**config.mk**
```make
export PLATFORM = sky130hd
export DESIGN_NAME = regwrite_arbiter
export DESIGN_NICKNAME = d
export VERILOG_FILES = /design/src/rtl/regwrite_arbiter.sv
export SDC_FILE = /design/constraint.sdc
export NUM_CORES = 1
export LEC_CHECK = 0
export CORE_MARGIN = 10
export CORE_UTILIZATION = 35
export DETAILED_ROUTE_END_ITERATION = 6
export PLACE_DENSITY_LB_ADDON = 0.05
export RECOVER_POWER = 100
export SYNTH_ARGS = -nofsm -noshare
export SYNTH_HDL_FRONTEND = slang
export SYNTH_SLANG_ARGS = --single-unit
```
**constraint.sdc**
```tcl
create_clock -name clk -period 2.6 [get_ports clk]
set_input_delay 0.78 -clock clk [delete_from_list [all_inputs] [get_ports clk]]
set_output_delay 0.78 -clock clk [all_outputs]
set_load 0.05 [all_outputs]
```
**src/rtl/regwrite_arbiter.sv**
```systemverilog
// regwrite_arbiter: shares the register file write port between the
// integer ALU/load writeback (r0) and the FP move unit (r1).
// Ports:
//   clk, reset            clock and synchronous active-high reset
//   rN_valid/ready        offer handshake for requester N (N = 0, 1)
//   rN_dest/fp/data       destination, fpoint code and data of the offer
//   stall                 suppresses grants; buffers hold their contents
//   rf_write/fpoint/rw/busW  registered write command to the register file
//   pend_int/pend_fp      per-file masks of destinations with a buffered write
module regwrite_arbiter #(
    parameter int DW = 32,
    parameter int AW = 5
) (
    input  logic                 clk,
    input  logic                 reset,
    input  logic                 r0_valid,
    output logic                 r0_ready,
    input  logic [AW-1:0]        r0_dest,
    input  logic [1:0]           r0_fp,
    input  logic [DW-1:0]        r0_data,
    input  logic                 r1_valid,
    output logic                 r1_ready,
    input  logic [AW-1:0]        r1_dest,
    input  logic [1:0]           r1_fp,
    input  logic [DW-1:0]        r1_data,
    input  logic                 stall,
    output logic                 rf_write,
    output logic [1:0]           rf_fpoint,
    output logic [AW-1:0]        rf_rw,
    output logic [DW-1:0]        rf_busW,
    output logic [(1<<AW)-1:0]   pend_int,
    output logic [(1<<AW)-1:0]   pend_fp
);

    logic          b0_full;
    logic [AW-1:0] b0_dest;
    logic [1:0]    b0_fp;
    logic [DW-1:0] b0_data;
    logic          b1_full;
    logic [AW-1:0] b1_dest;
    logic [1:0]    b1_fp;
    logic [DW-1:0] b1_data;

    // Last-grant pointer: on contention the other requester wins.
    logic lg;
    logic both;
    logic gnt0;
    logic gnt1;

    assign both = b0_full & b1_full;
    assign gnt0 = !stall & b0_full & (!b1_full | lg);
    assign gnt1 = !stall & b1_full & (!b0_full | !lg);

    // A buffer being drained this cycle can be refilled at the same edge.
    assign r0_ready = !reset & (!b0_full | gnt0);
    assign r1_ready = !reset & (!b1_full | gnt1);

    // fp code 1 names the FP file; every other code names the integer file.
    always_comb begin
        pend_int = '0;
        pend_fp  = '0;
        if (b0_full) begin
            if (b0_fp == 2'd1) pend_fp[b0_dest]  = 1'b1;
            else               pend_int[b0_dest] = 1'b1;
        end
        if (b1_full) begin
            if (b1_fp == 2'd1) pend_fp[b1_dest]  = 1'b1;
            else               pend_int[b1_dest] = 1'b1;
        end
    end

    always_ff @(posedge clk) begin
        if (reset) begin
            b0_full   <= 1'b0;
            b0_dest   <= '0;
            b0_fp     <= '0;
            b0_data   <= '0;
            b1_full   <= 1'b0;
            b1_dest   <= '0;
            b1_fp     <= '0;
            b1_data   <= '0;
            lg        <= 1'b1;
            rf_write  <= 1'b0;
            rf_fpoint <= '0;
            rf_rw     <= '0;
            rf_busW   <= '0;
        end else begin
            rf_write <= gnt0 | gnt1;
            if (gnt0) begin
                rf_fpoint <= b0_fp;
                rf_rw     <= b0_dest;
                rf_busW   <= b0_data;
            end else if (gnt1) begin
                rf_fpoint <= b1_fp;
                rf_rw     <= b1_dest;
                rf_busW   <= b1_data;
            end
            // The pointer only moves when there was a real contention.
            if (both & !stall) lg <= gnt1;
            if (r0_valid & r0_ready) begin
                b0_full <= 1'b1;
                b0_dest <= r0_dest;
                b0_fp   <= r0_fp;
                b0_data <= r0_data;
            end else if (gnt0) begin
                b0_full <= 1'b0;
            end
            if (r1_valid & r1_ready) begin
                b1_full <= 1'b1;
                b1_dest <= r1_dest;
                b1_fp   <= r1_fp;
                b1_data <= r1_data;
            end else if (gnt1) begin
                b1_full <= 1'b0;
            end
        end
    end

endmodule

```
==> metrics.md, run 1 <==
| Metric | Value |
|---|---|
| Run status | `finished, violations left` |
| Failing checks | `setup timing` |
| Async set or reset register ratio after synthesis | `0%` |
| Row count | `45` |
| Nature of the critical path endpoint | `output port` |
| Global-route wire length before repair | `31100 um` |
| Die X-Extent | `146 um` |
| Total GRT Usage | `18.1%` |
| Final Hold Fails | `0` |
| Count of clock tree sinks | `121` |
| Startpoint of the worst-slack reg-to-reg timing path | `b0_full$_SDFFE_PP0P_` |
| Most frequent cell after synthesis | `dfxtp_1` |
| Synthesized instance count | `580` |
| Relative contribution of combinational cells to total power | `16.4%` |
| Crit Path Category | `register to output port` |
| Rel. slew slack | `47.8%` |
| Total internal power | `4.04 mW` |
| R2R cell count | `8` |
| Area overhead of the layout relative to synthesis | `78.8%` |
| Worst-path cell with the longest stage delay | `dfxtp_2` |
| Dominant synthesized flop cell | `dfxtp_1` |
| Remaining DRCs | `0` |
| Largest cells by area after synthesis | `dfxtp_1, o22ai_1, mux2i_1, o2bb2ai_1, mux2_2` |
| Post-layout minimum cycle time | `2.61 ns` |
| Final count of pins violating max slew | `0` |
| Yosys warning count | `0` |
| Violation count after the first detailed-route iteration | `271` |
| Remaining antenna violation count after routing | `0` |
| Synth cell count leaders | `dfxtp_1, o22ai_1, nand2_1, nor2b_1, nand2b_1` |
| Crit path from | `b1_dest[0]$_SDFFE_PP0P_` |
| Total congestion overflow after global routing | `0` |
| Num ports | `189` |
| Number of detailed-routing iterations run before antenna repair | `4` |
| Power per cell area | `549 nW/um2` |
| Share of total power in sequential cells | `38.0%` |
| Number of instances on the worst hold path | `1` |
| Arrival time at the worst endpoint | `1.83 ns` |
| Worst voltage drop across the vdd grid | `0.434 mV` |
| Vertical extent of the die | `146 um` |
| Worst Setup Start Kind | `register` |
| Post-CTS Hold Buffers | `0` |
| Final RePlAce weighted congestion | `0.841` |
| WL per Instance | `20.1 um` |
| Half-perimeter wire length after placement | `14100 um` |
| Worst hold path endpoint | `rf_rw[3]$_SDFFE_PP0P_` |
| Dpl cells | `953` |
| Fillers | `1153` |
| Number of non-filler instances in the completed layout | `1006` |
| Leakage power | `3.66 nW` |
| Final clock period utilization by the worst path | `100%` |
| H-Tree Depth | `4` |
| DR vias | `5243` |
| Ratio of cells with drive above 1 in the final layout | `36.5%` |
| Family with the most delay on the worst path | `simple AND/OR/NAND/NOR gates` |
| Slowest Stage Delay on Critical Path | `0.47 ns` |
| Transition time of the tightest slew-check pin | `0.783 ns` |
| Worst skew pair latency | `0.41 ns` |
| Clock Tree Buf Depth | `2` |
| Final-stage net count | `865` |
| Mean area per synthesized cell | `9.57 um2` |
| Power spent charging and discharging nets | `1.41 mW` |
| Top achievable clock speed | `0.383 GHz` |
| CP Cell Sequence | `nor2b_2, nand2_2, o22ai_2, buf_12` |
| CP bufs+invs | `1` |
| TritonCTS clock tree | `built` |
| Per-cell via count in the routed design | `5.21` |
| Initial antenna violation count | `0` |
| Setup TNS after final layout | `-0.0187 ns` |
| Worst setup slack after layout | `-0.0124 ns` |
| Max FO, Critical Path | `8` |
| Vias in the first global route | `5455` |
| Post-synth net total | `663` |
| Worst hold start | `rf_rw[3]$_SDFFE_PP0P_` |
| Core outline area | `15400 um2` |
| Total detailed-routing wirelength | `20200 um` |
| Setup Skew | `0.00519 ns` |
| Setup slack on the worst flop-to-flop path | `0.48 ns` |
| Max capacitance violation total | `0` |
| Die Footprint | `21300 um2` |
| Fraction of post-synthesis cell area in the top cell type by area | `43.6%` |
| Power share of the clock group | `45.6%` |
| Switching Fraction | `25.8%` |
| Mapped Area | `5550 um2` |
| Starting utilization of the core area | `36.1%` |
| Number of CTS-inserted buffers | `17` |
| IO buf count | `188` |
| Data required time of the worst path | `1.82 ns` |
| Clock slew at reported path FFs | `0.06 ns` |
| Total power of the final layout | `5.45 mW` |
| Root Driver | `clkbuf_16` |
| Count of flip-flops with a built-in enable after synthesis | `0` |
| Biggest area consumer among synthesized cells | `dfxtp_1` |
| Crit Reg-Reg Endpoint | `rf_busW[13]$_SDFFE_PP0P_` |
| Count of inserted antenna diode cells | `0` |
| Number of cells on the critical path | `4` |
| RSZ-0062 raised after global routing | `yes` |
| # setup viols final | `2` |
| Pin count of the biggest net entering global routing | `53` |
| Hold WC Path Type | `register to register` |
| Count of cell types in the netlist | `36` |
| Sequential share of the synthesized area | `43.6%` |
| Post-synthesis register bit count | `121` |
-- worst max-delay path by stage --
stage / endpoint / slack (ns)
finish: pend_int[9] / -0.01
global route: pend_int[0] / -0.10
CTS: pend_fp[12] / -0.12
global placement: r0_ready / -0.04
floorplan: pend_fp[16] / -0.06
detailed placement: r0_ready / -0.05
-- kinds of logic (layout without fill, tap and decap cells) --
logic type	after synthesis	after routing	synth area share [%]
AOI/OAI and AO/OA	151	151	18.0
xor gates and xnor gates	1	1	0.158
buffers and inverters	56	271	4.96
DFF	121	121	43.6
muxes	78	78	15.6
and+or+nand+nor	173	173	17.6
-- cell usage in the layout (no fill, tap or decap), types with 10 or more instances in the layout --
cell             instances
o21ai_0                 39
dfxtp_1                106
mux2_2                  29
nor2b_1                 39
mux2i_1                 39
clkbuf_16               17
o22ai_2                 33
nand2b_1                40
nand2_1                 41
buf_12                  67
buf_4                   30
o22ai_4                 30
mux2_1                  10
clkdlybuf4s50_1         80
o2bb2ai_1               39
dfxtp_2                 10
dlygate4sd3_1           40
-- power groups by stage --
stage          clock [mW]  combinational [mW]  sequential [mW]
2_1_floorplan           0               0.414             2.13
3_3_place_gp            0               0.790             2.09
3_5_place_dp            0               0.803             2.10
4_1_cts              2.53               0.886             2.07
5_1_grt              2.62               0.952             2.09
6_report             2.48               0.896             2.07
-- layer usage --
metal / GRT usage [%] / wire, um / vias up
li1: - / - / 2500
met1: 22.5 / 9010 / 2553
met2: 29.8 / 9870 / 167
met3: 4.66 / 1080 / 23
met4: 5.41 / 274 / 0
met5: 0 / 0 / -
-- sequential cells by signal, summed over array words and instances (netlist names) --
name       count
lg             1
rf_busW       32
b0_dest        5
b1_dest        5
rf_write       1
b0_data       32
b1_data       32
b1_fp          2
b0_full        1
b1_full        1
rf_rw          5
b0_fp          2
rf_fpoint      2
-- timing repair --
item                                    in CTS  in global routing
endpoints found under the setup margin      66                 63
buffers inserted                            10                 11
gates resized for setup                    111                 59
pin swaps                                    6                 22
-- cell type report --
cell class                      count  area, um2  share of cell area, %
Clock inverter                     11        170                   1.71
Inverter                            4       15.0                  0.151
Sequential cell                   121       2450                   24.7
Multi-Input combinational cell    403       3680                   37.0
Tap cell                          211        264                   2.66
Clock buffer                       21        460                   4.64
Timing Repair Buffer              235       2890                   29.1
-- through the flow --
step	util, %	setup WS (ns)	cell area (um2)	hold slack, ns
4_1_cts	62.8	-0.121	9650	0.464
5_1_grt	64.6	-0.101	9930	0.472
2_1_floorplan	-	-0.0604	5570	0.449
3_3_place_gp	54.4	-0.0367	8370	0.446
6_report	64.6	-0.0124	9930	0.456
3_5_place_dp	54.4	-0.0546	8370	0.446
No activity file was read; power rests on OpenSTA's default activity.
==> run 2, diff against run 1 <==
--- a/config.mk
+++ b/config.mk
@@ -8,8 +8,11 @@
 export CORE_MARGIN = 10
 export CORE_UTILIZATION = 35
 export DETAILED_ROUTE_END_ITERATION = 6
+export GPL_TIMING_DRIVEN = 0
 export PLACE_DENSITY_LB_ADDON = 0.05
 export RECOVER_POWER = 100
+export REMOVE_ABC_BUFFERS = 1
+export SLEW_MARGIN = 20
 export SYNTH_ARGS = -nofsm -noshare
 export SYNTH_HDL_FRONTEND = slang
 export SYNTH_SLANG_ARGS = --single-unit
==> run 2 against run 1 <==
- critical endpoint is now pend_int[4]
- sequential power about the same
- worst hold slack better by 0.0057 ns
- count of clock-buffer cells in the layout is 3 lower
- critical path depth rose by 1
- the flow still finishes with violations (setup timing)
==> metrics.md, run 2 (same netlist as run 1, synthesis figures left out) <==
| Metric | Value |
|---|---|
| Total congestion overflow after global routing | `0` |
| Row count | `45` |
| Count of inserted antenna diode cells | `0` |
| Initial antenna violation count | `0` |
| TritonCTS clock tree | `built` |
| Failing checks | `setup timing` |
| Power share of the clock group | `43.8%` |
| Final count of pins violating max slew | `0` |
| RSZ-0062 raised after global routing | `yes` |
| Starting utilization of the core area | `36.1%` |
| Power spent charging and discharging nets | `1.45 mW` |
| Crit Reg-Reg Endpoint | `rf_busW[21]$_SDFFE_PP0P_` |
| Core outline area | `15400 um2` |
| Total GRT Usage | `18.0%` |
| Number of detailed-routing iterations run before antenna repair | `4` |
| Crit path from | `b0_fp[1]$_SDFFE_PP0P_` |
| Num ports | `189` |
| Share of total power in sequential cells | `40.0%` |
| Power per cell area | `590 nW/um2` |
| Remaining antenna violation count after routing | `0` |
| Final clock period utilization by the worst path | `101%` |
| Post-layout minimum cycle time | `2.62 ns` |
| Top Registers | `b0_data x32, b1_data x32, rf_busW x32` |
| Final-stage net count | `845` |
| Fillers | `1366` |
| Final RePlAce weighted congestion | `0.919` |
| Ratio of cells with drive above 1 in the final layout | `33.3%` |
| Per-cell via count in the routed design | `5.20` |
| DR vias | `5124` |
| Rel. slew slack | `60.6%` |
| Crit Path Category | `register to output port` |
| H-Tree Depth | `4` |
| Total detailed-routing wirelength | `19800 um` |
| Post-route worst hold slack | `0.462 ns` |
| WL per Instance | `20.1 um` |
| Startpoint of the worst-slack reg-to-reg timing path | `b0_full$_SDFFE_PP0P_` |
| Setup slack on the worst flop-to-flop path | `0.72 ns` |
| Clock slew at reported path FFs | `0.06 ns` |
| Max FO, Critical Path | `8` |
| Worst-path cell with the longest stage delay | `or3_4` |
| Relative contribution of combinational cells to total power | `16.3%` |
| Violation count after the first detailed-route iteration | `290` |
| Worst skew pair latency | `0.41 ns` |
| Total internal power | `3.74 mW` |
| Global-route wire length before repair | `30800 um` |
| Number of CTS-inserted buffers | `17` |
| Pin count of the biggest net entering global routing | `58` |
| Vias in the first global route | `5293` |
| Vertical extent of the die | `146 um` |
| Final Hold Fails | `0` |
| Setup Skew | `0.00700 ns` |
| Switching Fraction | `27.9%` |
| R2R cell count | `6` |
| Post-CTS Hold Buffers | `0` |
| IO buf count | `188` |
| Half-perimeter wire length after placement | `14100 um` |
| Leading cell type in the layout, fill and taps excluded | `clkdlybuf4s50_1` |
| Arrival time at the worst endpoint | `1.84 ns` |
| Total power of the final layout | `5.19 mW` |
| Capturing element of the worst setup path | `pend_int[4]` |
| Area overhead of the layout relative to synthesis | `58.3%` |
| Worst voltage drop across the vdd grid | `0.438 mV` |
| Data required time of the worst path | `1.82 ns` |
| Worst Setup Start Kind | `register` |
| Worst setup slack after layout | `-0.0191 ns` |
| Run status | `finished, violations left` |
| # setup viols final | `6` |
| Die X-Extent | `146 um` |
| Root Driver | `clkbuf_16` |
| Clock Tree Buf Depth | `2` |
| Nature of the critical path endpoint | `output port` |
| Top achievable clock speed | `0.382 GHz` |
| Slowest Stage Delay on Critical Path | `0.46 ns` |
| Count of clock tree sinks | `121` |
| Die Footprint | `21300 um2` |
| Hold WC Path Type | `register to register` |
| Remaining DRCs | `0` |
| Transition time of the tightest slew-check pin | `0.590 ns` |
| Most frequent cells in the layout | `clkdlybuf4s50_1, dfxtp_1, buf_4` |
| Leakage power | `3.30 nW` |
| CP Cell Sequence | `nand2b_4, nand2_2, or3_4, o22ai_4, buf_6` |
| Max capacitance violation total | `0` |
## run 2: cell count changes in the layout (fill, tap and decap cells not counted), moves of 10 or more
cell	delta
mux2_4	+10
mux2_1	-10
buf_6	+22
dlygate4sd3_1	-40
buf_4	+29
o22ai_1	+27
clkdlybuf4s50_1	+40
buf_12	-63
o22ai_4	-26
## run 2: critical path, delay by kind of cell (launching register included)
kind / cells / cell delay, ns
flip-flops: 1 / 0.37
buffers and inverters: 1 / 0.19
AND/OR/NAND/NOR: 3 / 0.64
AO/OA/AOI/OAI: 1 / 0.23
## run 2: per-stage QoR
stage / worst slack, ns / setup TNS (ns) / util, % / cells / area, um2
4_1_cts: -0.0961 / -1.26 / 53.9 / 975 / 8280
6_report: -0.0191 / -0.0626 / 57.2 / 986 / 8790
3_3_place_gp: -3.95 / -484.35 / 48.4 / 927 / 7440
5_1_grt: -0.0822 / -1.12 / 57.2 / 986 / 8790
2_1_floorplan: -0.462 / -10.91 / - / 528 / 5290
3_5_place_dp: -1.39 / -36.72 / 49.8 / 937 / 7650
## run 2: cell type report
type                            count  area [um2]  share of cell area, %
Sequential cell                   121        2460                   28.0
Timing Repair Buffer              215        2130                   24.2
Multi-Input combinational cell    403        3340                   38.0
Inverter                            4        15.0                  0.171
Clock inverter                     14         136                   1.55
Clock buffer                       18         439                   5.00
Tap cell                          211         264                   3.00
## run 2: layer usage
metal / vias to the layer above / global-route usage, % / routed length [um]
met4: 0 / 6.52 / 301
li1: 2454 / - / -
met2: 203 / 28.7 / 9360
met1: 2447 / 21.8 / 8400
met5: - / 0 / 0
met3: 20 / 6.55 / 1720
## run 2: repair_timing
item / CTS / global route
endpoints found under the setup margin: 66 / 64
pin swaps: 2 / 11
gates resized for setup: 444 / 95
buffers inserted: 6 / 11
## run 2: worst min-delay path by stage
stage | from | cells after the start | slack (ns) | to
floorplan | b1_data[0]$_SDFFE_PP0P_ | 2 | 0.45 | b1_data[0]$_SDFFE_PP0P_
global placement | rf_busW[5]$_SDFFE_PP0P_ | 1 | 0.44 | rf_busW[5]$_SDFFE_PP0P_
CTS | rf_rw[2]$_SDFFE_PP0P_ | 1 | 0.47 | rf_rw[2]$_SDFFE_PP0P_
finish | rf_rw[2]$_SDFFE_PP0P_ | 1 | 0.46 | rf_rw[2]$_SDFFE_PP0P_
global route | rf_busW[25]$_SDFFE_PP0P_ | 1 | 0.48 | rf_busW[25]$_SDFFE_PP0P_
detailed placement | rf_busW[8]$_SDFFE_PP0P_ | 1 | 0.45 | rf_busW[8]$_SDFFE_PP0P_
## run 2: power groups by stage
stage / sequential, mW / clock (mW) / combinational [mW]
after floorplan: 2.15 / 0 / 0.351
after global placement: 2.09 / 0 / 0.732
after detailed placement: 2.10 / 0 / 0.765
after CTS: 2.07 / 2.33 / 0.791
after global routing: 2.09 / 2.42 / 0.899
final: 2.07 / 2.27 / 0.843
